<file path="src/rtl/reset_seq_if.sv">
// Signal bundle between the reset sequencer and its environment: the three
// reset sources in, the per-channel resets, ready flag and sticky cause out.
interface reset_seq_if #(
  parameter int N_CH = 4
);
  logic            btn_rst_n;
  logic            pll_lock;
  logic            sw_rst;
  logic [N_CH-1:0] rst_out;
  logic            ready;
  logic [2:0]      cause;

  modport master (
    output btn_rst_n, pll_lock, sw_rst,
    input  rst_out, ready, cause
  );

  modport slave (
    input  btn_rst_n, pll_lock, sw_rst,
    output rst_out, ready, cause
  );
endinterface

</file>
<file path="src/rtl/reset_seq.sv">
// Sequenced multi-channel reset controller: holds all channels in reset until
// the sources are quiet for HOLD_CYC cycles, then releases them one by one.
//
// state    | meaning
// ---------+-------------------------------------------------------------
// S_ASSERT | all channels in reset, waiting for a fault-free cycle
// S_HOLD   | counting fault-free cycles before the first release
// S_STEP   | releasing channels, one every STEP_CYC cycles
// S_RUN    | all channels released, ready high
module reset_seq #(
  parameter int N_CH     = 4,
  parameter int HOLD_CYC = 1000000,
  parameter int STEP_CYC = 100,
  parameter int SYNC_STG = 2
) (
  input logic         clk_100,
  input logic         rst,
  reset_seq_if.slave  bus
);

  localparam int MAX_CYC = (HOLD_CYC > STEP_CYC) ? HOLD_CYC : STEP_CYC;
  localparam int CNT_W   = $clog2(MAX_CYC + 1);
  localparam int IDX_W   = (N_CH > 1) ? $clog2(N_CH) : 1;

  localparam logic [CNT_W-1:0] HOLD_LAST = CNT_W'(HOLD_CYC - 1);
  localparam logic [CNT_W-1:0] STEP_LAST = CNT_W'(STEP_CYC - 1);
  localparam logic [IDX_W-1:0] IDX_LAST  = IDX_W'(N_CH - 1);

  typedef enum logic [1:0] {
    S_ASSERT = 2'd0,
    S_HOLD   = 2'd1,
    S_STEP   = 2'd2,
    S_RUN    = 2'd3
  } state_t;

  state_t              state_q, state_d;
  logic [CNT_W-1:0]    cnt_q, cnt_d;
  logic [IDX_W-1:0]    idx_q, idx_d;
  logic [N_CH-1:0]     rst_out_q, rst_out_d;
  logic                ready_q, ready_d;
  logic [2:0]          cause_q, cause_d;
  logic [SYNC_STG-1:0] btn_sync_q, btn_sync_d;
  logic [SYNC_STG-1:0] pll_sync_q, pll_sync_d;

  logic btn_sync;
  logic pll_sync;
  logic fault;

  assign btn_sync = btn_sync_q[SYNC_STG-1];
  assign pll_sync = pll_sync_q[SYNC_STG-1];
  assign fault    = ~btn_sync | ~pll_sync | bus.sw_rst;

  always_comb begin
    btn_sync_d = {btn_sync_q[SYNC_STG-2:0], bus.btn_rst_n};
    pll_sync_d = {pll_sync_q[SYNC_STG-2:0], bus.pll_lock};
    state_d    = state_q;
    cnt_d      = cnt_q;
    idx_d      = idx_q;
    rst_out_d  = rst_out_q;
    ready_d    = ready_q;
    cause_d    = cause_q;

    if (state_q == S_ASSERT) begin
      if (!fault) begin
        state_d = S_HOLD;
        cnt_d   = '0;
      end
    end else if (fault) begin
      // Any fault after leaving ASSERT discards all progress and records why.
      state_d   = S_ASSERT;
      cnt_d     = '0;
      idx_d     = '0;
      rst_out_d = '1;
      ready_d   = 1'b0;
      cause_d   = {bus.sw_rst, ~pll_sync, ~btn_sync};
    end else begin
      case (state_q)
        S_HOLD: begin
          if (cnt_q == HOLD_LAST) begin
            state_d      = S_STEP;
            cnt_d        = '0;
            idx_d        = '0;
            rst_out_d[0] = 1'b0;
          end else begin
            cnt_d = cnt_q + 1'b1;
          end
        end
        S_STEP: begin
          if (cnt_q == STEP_LAST) begin
            cnt_d = '0;
            if (idx_q == IDX_LAST) begin
              state_d = S_RUN;
              ready_d = 1'b1;
            end else begin
              idx_d = idx_q + 1'b1;
              for (int i = 1; i < N_CH; i++) begin
                if (i == int'(idx_q) + 1) rst_out_d[i] = 1'b0;
              end
            end
          end else begin
            cnt_d = cnt_q + 1'b1;
          end
        end
        default: ;
      endcase
    end
  end

  always_ff @(posedge clk_100 or posedge rst) begin
    if (rst) begin
      state_q    <= S_ASSERT;
      cnt_q      <= '0;
      idx_q      <= '0;
      rst_out_q  <= '1;
      ready_q    <= 1'b0;
      cause_q    <= 3'b000;
      btn_sync_q <= '0;
      pll_sync_q <= '0;
    end else begin
      state_q    <= state_d;
      cnt_q      <= cnt_d;
      idx_q      <= idx_d;
      rst_out_q  <= rst_out_d;
      ready_q    <= ready_d;
      cause_q    <= cause_d;
      btn_sync_q <= btn_sync_d;
      pll_sync_q <= pll_sync_d;
    end
  end

  assign bus.rst_out = rst_out_q;
  assign bus.ready   = ready_q;
  assign bus.cause   = cause_q;

endmodule

</file>
<file path="src/flat_wrapper.sv">
// flat-port wrapper written by rule: the top's interface ports become plain ports
module reset_seq_flat 
#(
  parameter int N_CH     = 4,
  parameter int HOLD_CYC = 1000000,
  parameter int STEP_CYC = 100,
  parameter int SYNC_STG = 2
)
  (clk_100, rst, bus_btn_rst_n, bus_pll_lock, bus_sw_rst, bus_rst_out, bus_ready, bus_cause);
  reset_seq_if #(.N_CH(N_CH)) bus_i ();
  input logic clk_100;
  input logic rst;
  input wire logic [$bits(bus_i.btn_rst_n)-1:0] bus_btn_rst_n;
  input wire logic [$bits(bus_i.pll_lock)-1:0] bus_pll_lock;
  input wire logic [$bits(bus_i.sw_rst)-1:0] bus_sw_rst;
  output wire logic [$bits(bus_i.rst_out)-1:0] bus_rst_out;
  output wire logic [$bits(bus_i.ready)-1:0] bus_ready;
  output wire logic [$bits(bus_i.cause)-1:0] bus_cause;
  assign bus_i.btn_rst_n = bus_btn_rst_n;
  assign bus_i.pll_lock = bus_pll_lock;
  assign bus_i.sw_rst = bus_sw_rst;
  assign bus_rst_out = bus_i.rst_out;
  assign bus_ready = bus_i.ready;
  assign bus_cause = bus_i.cause;
  reset_seq #(.N_CH(N_CH), .HOLD_CYC(HOLD_CYC), .STEP_CYC(STEP_CYC), .SYNC_STG(SYNC_STG)) u_core (.clk_100(clk_100), .rst(rst), .bus(bus_i));
endmodule
</file>
<file path="config.mk">
export PLATFORM = sky130hd
export DESIGN_NAME = reset_seq_flat
export DESIGN_NICKNAME = d
export VERILOG_FILES = /design/src/rtl/reset_seq_if.sv /design/src/rtl/reset_seq.sv /design/src/flat_wrapper.sv
export SDC_FILE = /design/constraint.sdc
export NUM_CORES = 1
export LEC_CHECK = 0
export CORE_ASPECT_RATIO = 0.8
export CORE_MARGIN = 2
export CORE_UTILIZATION = 59
export CTS_BUF_LIST = sky130_fd_sc_hd__clkbuf_4 sky130_fd_sc_hd__clkbuf_8
export CTS_CLUSTER_DIAMETER = 30
export CTS_CLUSTER_SIZE = 40
export DETAILED_ROUTE_END_ITERATION = 12
export DONT_BUFFER_PORTS = 1
export PLACE_DENSITY = 0.78
export SLEW_MARGIN = 25
export SYNTH_ARGS = -nofsm -noshare
export SYNTH_HDL_FRONTEND = slang
export SYNTH_SLANG_ARGS = --single-unit
</file>
<file path="constraint.sdc">
create_clock -name clk_100 -period 2 [get_ports clk_100]
set_clock_uncertainty 0.1 [all_clocks]
set_input_delay 0.2 -clock clk_100 [delete_from_list [all_inputs] [get_ports clk_100]]
set_output_delay 0.2 -clock clk_100 [all_outputs]
set_load 0.05 [all_outputs]
</file>
### After elaboration in Yosys (flattened, before gate mapping)

Cells that the tools add are included.

* register bits after elaboration: 36
* bits of input ports: 5
* output and inout bits: 8
* word-level logic and storage cells: 86

* add/subtract/negate cells: 3
* equality and inequality tests: 16
* mux-type cells: 31
* bitwise operators: 5
* reductions and logical operators: 20

Operators by type and width (number)
* $mux W20: 5
* $eq A3 B32 Y1 const A: 2
* $pmux W20 S2: 1
* $eq A2 B32 Y1 const A: 1
* $reduce_and A5 Y1: 5
* $add A20 B1 Y20 const B: 1
* $eq A20 B20 Y1 const B: 1
* $eq A20 B7 Y1 const B: 1
* $mux W2: 10
* $reduce_bool A2 Y1: 8
* $ne A4 B1 Y1 const B: 3
* $mux W1: 9
* $mux W3: 3
* $pmux W2 S2: 2
* $ne A3 B1 Y1 const B: 2
* $eq A2 B2 Y1 const B: 2
* $mux W4: 1
* $reduce_and A2 Y1: 2
* $reduce_and A4 Y1: 1
* $reduce_bool A4 Y1: 1
* $add A2 B1 Y3 const B: 1
* $ne A3 B2 Y1 const B: 1
* $not A1 Y1: 3
* $reduce_and A3 Y1: 1
* other kinds (7): 8

### Logic depth before layout (Yosys ltp)

Gate-level depths: netlist of the first run.

* word-level depth: 7
* gate-level depth with buffers: 9
* gate-level depth less buffers: 7

### Least setup slack after synthesis of the first run

No wires, ideal clock.

* kind: reg-to-reg
* start point: reg u_core.state_q[0]
* end point: reg u_core.cnt_q[5]
* arrival time: 1.807 ns
* required time: 1.829 ns
* setup slack: 0.022 ns
* cell stages (with the launch flop): 10
* buffers on the path: 3
* period minus slack after synthesis: 1.978 ns
* cell sequence: dfrtp_1 inv_1 ha_1 clkbuf_1 or3_1 clkbuf_1 nand2_1 a21oi_2 buf_4 nor2_1

* word-level cells in the longest chain between the ends: 4
* elaborated cells between the ends (all ways): 9

RTL lines
* start, declared: line reset_seq.sv:36 `state_t state_q, state_d;`
* start signal, assigned: line reset_seq.sv:120 `state_q <= state_d;`
* $eq A2 B2 Y1 or $eq A2 B1 Y1 (tied branches): line reset_seq.sv:77 `case (state_q)`
* $pmux W20 S2: line reset_seq.sv:77
* $mux W20: line reset_seq.sv:68 `end else if (fault) begin`
* $mux W20: line reset_seq.sv:63 `if (state_q == S_ASSERT) begin`
* end signal, assigned: line reset_seq.sv:121 `cnt_q <= cnt_d;`
* end, declared: line reset_seq.sv:37 `logic [CNT_W-1:0] cnt_q, cnt_d;`

Several ways; a longest one is shown, not always the timed one.
A chain may end at the register's enable or synchronous reset.

### Worst setup path in the final report of the first run

* start point: reg u_core.cnt_q[4]
* end point: reg u_core.cnt_q[5]

* word-level cells in the longest chain between the ends: 5
* elaborated cells between the ends (all ways): 8

RTL lines (line)
* $add A20 B1 Y20, or another cell as far along: reset_seq.sv:85, reset_seq.sv:101
* $mux W20, on equally long branches: reset_seq.sv:89, reset_seq.sv:79
* $pmux W20 S2 *: reset_seq.sv:77
* $mux W20 *: reset_seq.sv:68
* $mux W20 *: reset_seq.sv:63

Mark *: on every way between the ends. The rest lies on a longest branch, timed or not.

==> reports/qor.log, run 1 <==
[cts] number of buffers created by CTS 5
[yosys] Main synth FF type sky130_fd_sc_hd__dfrtp_1
[worst_setup_path] critical path's slowest cell sky130_fd_sc_hd__dfrtp_1
[cts] clock-pin slew on the worst setup and hold paths 0.08 ns
[yosys] Commonest cells post-synth 32 x sky130_fd_sc_hd__dfrtp_1, 28 x sky130_fd_sc_hd__nand2_1, 19 x sky130_fd_sc_hd__nor2_1
[worst_setup_path] required time reported for the critical path endpoint 2.08 ns
[layout] post-synthesis to final-layout area growth 32.72%
[power_and_ir_drop] VDD IR max 1081 uV
[placement] half-perimeter wire length after placement 3.809 mm
[drt] DR WL/cell 20.75 um
[yosys] count of state elements after synthesis 36
[cts] root buf cell sky130_fd_sc_hd__clkbuf_8
[layout] post-route standard cell area excluding fillers 2791 um^2
[global_route] number of antenna violations at the first check in global routing 0
[yosys] Yosys Warn Count 0
[global_route] largest net degree at the start of global routing 37
[timing] final max-slew violation count 0
[floorplanning] die outline area 4061 um^2
[timing] Final Cycle Share 101.6%
[timing] Setup WS post-layout -0.03142 ns
[timing] unrepaired setup endpoints after global routing true
[yosys] number of distinct library cells after synthesis 50
[floorplanning] die height 57.40 um
[yosys] mean area per synthesized cell 9.517 um^2
[drt] initial DRC count 184
[floorplanning] horizontal die dimension 70.76 um
[worst_setup_path] category of the worst setup path capture point register
[cts] number of H-tree levels 2
[drt] via/cell ratio 6.759
[worst_setup_path] crit path max fanout 5
[placement] total cell area at the placement stage 2385 um^2
[floorplanning] core outline area 3423 um^2
[cts] Worst-Skew Late Latency 0.31 ns
[worst_setup_path] Slowest Stage Delay on Critical Path 0.49 ns
[worst_setup_path] WP data arrival 2.11 ns
[worst_setup_path] Critical Path, Cell by Cell nand4_2 -> nor4_4 -> buf_4 -> nand2_8 -> a21oi_4 -> buf_4 -> nor2_1
[power_and_ir_drop] Pwr per Cell Area 822.3 nW/um^2
[layout] number of standard cells in the layout, taps in and fillers out 311
[status] result of the run complete, but fails checks
[drt] remaining antenna violation count after routing 0
[drt] detailed-route wire length 6.453 mm
[worst_setup_path] Crit Path Category register to register
[worst_setup_path] total buffers and inverters traversed by the critical path 2
[global_route] GRT Total Usage 28.81%
[placement] IO buf count 0
[drt] DR DRC count 0
[timing] number of setup violations in the final report 13
[yosys] Post-synth ARST share 100.0%
[yosys] Post-synth EDFFs 0
[yosys] Area contributors post-synth sky130_fd_sc_hd__dfrtp_1 38%, sky130_fd_sc_hd__ha_1 5.4%, sky130_fd_sc_hd__dfstp_2 5.0%, sky130_fd_sc_hd__nand2_1 5.0%, sky130_fd_sc_hd__nor2_1 3.4%
[floorplanning] I/O pin count 13
[yosys] dominant cell type by area after synthesis sky130_fd_sc_hd__dfrtp_1
[floorplanning] FP Rows 19
[yosys] share of Yosys cell area claimed by the top area cell type 38.07%
[global_route] first-pass GRT wire length 8.928 mm
[layout] count of antenna diodes in the layout 0
[worst_setup_path] cell mode on critical path sky130_fd_sc_hd__buf_4
[job] count of max-cap constraint violations 0
[yosys] dominant cell by count in the synthesized netlist sky130_fd_sc_hd__dfrtp_1
[timing] time the worst path needs with I/O delays and setup 2.031 ns
[yosys] Netlist Area Pre-Place 2103 um^2
[power_and_ir_drop] leak pwr 1.184 nW
[timing] headroom to the max-slew limit 67.18%
[placement] routability-driven placement congestion ratio 0.8725
[yosys] Gate Count Post-Synth 221
[layout] fraction of final layout cells with drive strength greater than 1 33.46%
[status] failing checks setup timing
[timing] measured slew at the worst slew-check pin 0.4923 ns
[worst_setup_path] CP top delay family simple AND/OR/NAND/NOR gates
[worst_hold_path] hold crit path type primary input to register
[cts] CTS tree done
[yosys] part of the Yosys area used for sequential elements 43.07%
[placement] worst setup timing slack at the placement stage -0.1337 ns
[timing] Max Clk Rate 492.3 MHz
[cts] sink count of the clock tree 36
[placement] Cells after DPL 291
[yosys] Synthesized Nets 235
[cts] clk buf depth 2
[drt] number of optimization iterations in the first detailed-route pass 7
[timing] hold violation total from the final report 0
[global_route] grt ovf 0
[drt] total via count after detailed routing 2102
[layout] Layout Nets 282
[floorplanning] Starting Density 61.44%
[worst_setup_path] type of element launching the critical path register
[timing] Post-Route Hold Slack 0.05369 ns
[global_route] number of global-route vias before repair 1872
[worst min-delay path, cell delays in order]
cell	delay, ns
sky130_fd_sc_hd__nor2_1	0.08
sky130_fd_sc_hd__o211ai_1	0.10
sky130_fd_sc_hd__nand2_1	0.05
[metal layers]
layer  global-route usage [%]  part of all wire (%)  up-vias
li1                         -                     -      913
met1                    38.61                    40     1013
met2                    43.93                    47      143
met3                    8.127                   9.1       33
met4                    12.94                   3.8        0
met5                        0                     0        -
[logic make-up after synthesis]
kind of cell | synth area share (%)
compound gates | 14.63
buf+inv | 3.212
simple gates | 29.15
fa+ha+maj | 5.354
flops | 43.07
xor+xnor | 4.580
[where the power goes]
part,leakage (nW),internal (W),total (W),switching [W]
clock,0.0586,0.000383,0.000658,0.000274
sequential,0.470,0.000775,0.000918,0.000143
combinational,0.655,0.000282,0.000720,0.000437
[final cells by class]
cell class / instances / area (um^2)
Sequential cell: 36 / 908.4
Fill cell: 199 / 631.9
Tap cell: 42 / 52.55
Clock buffer: 6 / 76.32
Inverter: 9 / 33.78
Timing Repair Buffer: 47 / 377.9
Multi-Input combinational cell: 169 / 1308
Clock inverter: 2 / 35.03
[cells in the final DEF (no fill, tap or decap), types with 4 or more instances in the layout]
cell,Yosys,layout
sky130_fd_sc_hd__a21o_1,4,4
sky130_fd_sc_hd__inv_1,9,8
sky130_fd_sc_hd__buf_4,2,39
sky130_fd_sc_hd__dfstp_2,4,4
sky130_fd_sc_hd__xor2_1,5,5
sky130_fd_sc_hd__dlygate4sd3_1,0,4
sky130_fd_sc_hd__nor4_2,2,6
sky130_fd_sc_hd__xnor2_1,6,6
sky130_fd_sc_hd__ha_1,9,5
sky130_fd_sc_hd__nor3_1,6,5
sky130_fd_sc_hd__o21ai_0,5,4
sky130_fd_sc_hd__nand3_1,14,12
sky130_fd_sc_hd__dfrtp_1,32,30
sky130_fd_sc_hd__buf_6,0,4
sky130_fd_sc_hd__and3_1,6,6
sky130_fd_sc_hd__nand2_1,28,25
sky130_fd_sc_hd__nor2_1,19,19
sky130_fd_sc_hd__nand4_1,10,10
sky130_fd_sc_hd__clkbuf_8,0,5
sky130_fd_sc_hd__a31oi_1,9,8
[stage by stage]
| stage | utilization, % | TNS [ns] | total power (W) |
|---|---|---|---|
| finish | 81.54 | -0.2217 | 0.002295 |
| global route | 81.54 | -0.8928 | 0.002381 |
| CTS | 75.26 | -0.005109 | 0.002169 |
| detailed placement | 69.66 | -0.8193 | 0.001501 |
| global placement | 69.66 | -0.1139 | 0.001487 |
| floorplan | - | 0 | 0.001263 |
[final timing paths]
check	slack [ns]	depth (start not counted)	from	endpoint
min	0.05	3	bus_sw_rst	u_core.idx_q[0]$_DFFE_PP0P_
max in group asynchronous	1.10	3	rst	u_core.cnt_q[3]$_DFFE_PP0P_
max reg2reg	-0.03	7	u_core.cnt_q[4]$_DFFE_PP0P_	u_core.cnt_q[5]$_DFFE_PP0P_
min in group asynchronous	0.35	3	rst	u_core.cnt_q[18]$_DFFE_PP0P_
min reg2reg	0.25	0	u_core.btn_sync_q[0]$_DFF_PP0_	u_core.btn_sync_q[1]$_DFF_PP0_
max	-0.03	7	u_core.cnt_q[4]$_DFFE_PP0P_	u_core.cnt_q[5]$_DFFE_PP0P_
[what timing repair did]
item                       in CTS  in global routing
pin swaps                       2                  9
gates resized for setup         6                 36
hold buffers                    4                  0
setup endpoints to repair      26                 28
hold endpoints to repair       35                  0
buffers inserted                1                  7
[state kept, by name (all words and copies together), names as in the netlist]
| register | flops |
|---|---|
| u_core.cnt_q | 20 |
| u_core.pll_sync_q | 2 |
| u_core.bus.rst_out | 4 |
| u_core.idx_q | 2 |
| u_core.state_q | 2 |
| u_core.btn_sync_q | 2 |
| u_core.bus.ready | 1 |
| u_core.bus.cause | 3 |
Note: power is estimated with default switching activity, not from simulation.
==> run 2, diff against run 1 <==
- CORE_MARGIN: 2 -> unset
- HOLD_SLACK_MARGIN: unset -> 0.05
==> reports/qor.log, run 2 (synthesized netlist as in run 1, its figures left out) <==
[layout] post-route standard cell area excluding fillers 2556 um^2 [-8.4%]
[cts] number of buffers created by CTS 5 [unchanged]
[global_route] GR met1 Demand/Resource 44.63% [+6.0 points]
[timing] time the worst path needs with I/O delays and setup 1.992 ns [-0.03984 ns]
[worst_setup_path] type of element launching the critical path register
[global_route] met3 Track Usage GR 7.645% [-0.48 points]
[power_and_ir_drop] Tot Pwr 0.002136 W [-6.9%]
[placement] worst setup timing slack at the placement stage -0.1140 ns [+0.01966 ns]
[cts] clock-pin slew on the worst setup and hold paths 0.07 ns [about the same]
[placement] routability-driven placement congestion ratio 0.9403 [+7.8%]
[power_and_ir_drop] Sw Share 36.79% [-0.45 points]
[cts] root buf cell sky130_fd_sc_hd__clkbuf_8
[layout] post-synthesis to final-layout area growth 21.53%
[drt] via/cell ratio 6.465 [-4.3%]
[floorplanning] FP Rows 19 [unchanged]
[floorplanning] die height 55.40 um [-3.5%]
[cts] sink count of the clock tree 36 [unchanged]
[global_route] most congested layer reported by global routing met2
[power_and_ir_drop] sequential power share 43.0% [+3.0 points]
[power_and_ir_drop] Int Pwr 0.001350 W [-6.3%]
[timing] number of setup violations in the final report 0 [-13]
[global_route] largest net degree at the start of global routing 37 [unchanged]
[floorplanning] die outline area 3809 um^2 [-6.2%]
[layout] commonest non-fill, non-tap cells in the layout 32 x sky130_fd_sc_hd__dfrtp_1, 31 x sky130_fd_sc_hd__buf_4, 27 x sky130_fd_sc_hd__nand2_1
[global_route] GRT Total Usage 31.03% [+2.2 points]
[floorplanning] Starting Density 61.44% [unchanged]
[cts] number of H-tree levels 2 [unchanged]
[worst_setup_path] crit path max fanout 6 [+1]
[floorplanning] I/O pin count 13 [unchanged]
[timing] final max-slew violation count 0 [unchanged]
[timing] unrepaired setup endpoints after global routing true
[layout] utilization after layout 74.67% [-6.9 points]
[power_and_ir_drop] clock network fraction of total power 30.2% [+1.5 points]
[timing] Setup WS post-layout 0.008420 ns [+0.03984 ns]
[drt] detailed-route wire length 5.303 mm [-18%]
[layout] largest register by flop count u_core.cnt_q
[drt] DR WL/cell 17.74 um [-15%]
[floorplanning] core outline area 3423 um^2 [unchanged]
[layout] total area of sequential cells 905.9 um^2 [-0.28%]
[worst_hold_path] hold crit path type primary input to register
[drt] initial DRC count 252 [+37%]
[power_and_ir_drop] Pwr per Cell Area 835.7 nW/um^2 [+1.6%]
[job] count of max-cap constraint violations 0 [unchanged]
[layout] total of fill cells in the finished design 244 [+23%]
[power_and_ir_drop] fraction of power consumed by combinational cells 26.8% [-4.6 points]
[worst_setup_path] Crit Path Category register to register
[drt] remaining antenna violation count after routing 0 [unchanged]
[drt] total via count after detailed routing 1933 [-8.0%]
[floorplanning] horizontal die dimension 68.76 um [-2.8%]
[drt] DR DRC count 0 [unchanged]
[global_route] met2 track demand over resource in global routing 45.52% [+1.6 points]
[power_and_ir_drop] VDD IR max 836.5 uV [-23%]
[timing] measured slew at the worst slew-check pin 0.4903 ns [-0.001989 ns]
[worst_setup_path] required time reported for the critical path endpoint 2.07 ns [about the same]
[global_route] number of antenna violations at the first check in global routing 0 [unchanged]
[global_route] first-pass GRT wire length 8.569 mm [-4.0%]
[cts] CTS tree done
[layout] multi-input gate area in the final layout 1180 um^2 [-9.8%]
[placement] IO buf count 0 [unchanged]
[power_and_ir_drop] leak pwr 1.109 nW [-6.3%]
[placement] half-perimeter wire length after placement 3.711 mm [-2.6%]
[layout] fraction of final layout cells with drive strength greater than 1 24.12% [-9.3 points]
[worst_setup_path] WP data arrival 2.06 ns [-0.05 ns]
[drt] number of optimization iterations in the first detailed-route pass 5 [-2]
[layout] count of antenna diodes in the layout 0 [unchanged]
[layout] Largest register FFs 20 [unchanged]
[layout] Layout Nets 270 [-4.3%]
[layout] most common cell after layout, fill and taps aside sky130_fd_sc_hd__dfrtp_1
[global_route] number of global-route vias before repair 1832 [-2.1%]
[timing] hold violation total from the final report 0 [unchanged]
[status] result of the run finished, final reports clean
[placement] total cell area at the placement stage 2332 um^2 [-2.2%]
[timing] Final Cycle Share 99.58% [-2.0 points]
[timing] Post-Route Hold Slack 0.09181 ns [+0.03812 ns]
[timing] Max Clk Rate 502.1 MHz [+2.0%]
[timing] headroom to the max-slew limit 67.32% [+0.13 points]
[power_and_ir_drop] switching pwr 0.0007858 W [-8.1%]
[worst_setup_path] category of the worst setup path capture point register
[cts] Worst-Skew Late Latency 0.29 ns [-0.02 ns]
[global_route] grt ovf 0 [unchanged]
[cts] clk buf depth 2 [unchanged]
[run 2: critical path, stage by stage, from the launching register on]
cell and delay [ns]:
sky130_fd_sc_hd__dfrtp_1 0.48, sky130_fd_sc_hd__nand4b_1 0.23, sky130_fd_sc_hd__nor4_4 0.32, sky130_fd_sc_hd__buf_4 0.19, sky130_fd_sc_hd__nand2_1 0.07, sky130_fd_sc_hd__a2111oi_2 0.36
sky130_fd_sc_hd__o32ai_1 0.12
[run 2: layout make-up]
cell class,count,area share (%)
Multi-Input combinational cell,169,46.16
Sequential cell,36,35.44
Timing Repair Buffer,35,10.67
Clock buffer,5,2.692
Tap cell,42,2.056
Clock inverter,3,1.664
Inverter,9,1.322
[run 2: per-layer routing]
metal  up-vias  share of wire (%)
li1        888                  -
met1       932                 45
met2       102                 46
met3        11                8.0
met4         0                1.6
met5         -                  0
[run 2: path summary, 6_finish.rpt]
check                                                from                                end  slack [ns]  cells after the start
setup / recovery              u_core.cnt_q[9]$_DFFE_PP0P_      u_core.state_q[0]$_DFFE_PP0P_       0.008                      6
hold / removal                                 bus_sw_rst      u_core.state_q[0]$_DFFE_PP0P_        0.09                      2
setup reg to reg              u_core.cnt_q[9]$_DFFE_PP0P_      u_core.state_q[0]$_DFFE_PP0P_       0.008                      6
hold reg to reg            u_core.pll_sync_q[0]$_DFF_PP0_     u_core.pll_sync_q[1]$_DFF_PP0_        0.26                      0
max in group asynchronous                             rst  u_core.bus.rst_out[1]$_DFFE_PP1P_        1.10                      3
min in group asynchronous                             rst     u_core.btn_sync_q[1]$_DFF_PP0_        0.35                      3
[run 2: what timing repair did]
action	CTS	global route
gates cloned	0	0
gates resized for setup	4	8
setup endpoints to repair	23	24
endpoints found under the hold margin	36	0
hold buffers	4	0
buffers inserted	0	3
pin swaps	0	3
[run 2: stage by stage]
| stage | cells | setup TNS [ns] |
|---|---|---|
| floorplan | 221 | 0 |
| global placement | 284 | -0.2861 |
| detailed placement | 284 | -1.727 |
| CTS | 296 | 0 |
| global route | 299 | -0.2583 |
| finish | 299 | 0 |
[run 2: power by group through the flow]
stage                     logic [W]  clock network [W]  registers (W)
after global placement     0.000507                  0       0.000927
final                      0.000572           0.000646       0.000918
after floorplan            0.000342                  0       0.000922
after CTS                  0.000537           0.000655       0.000916
after global routing       0.000616           0.000677       0.000921
after detailed placement   0.000524                  0       0.000930
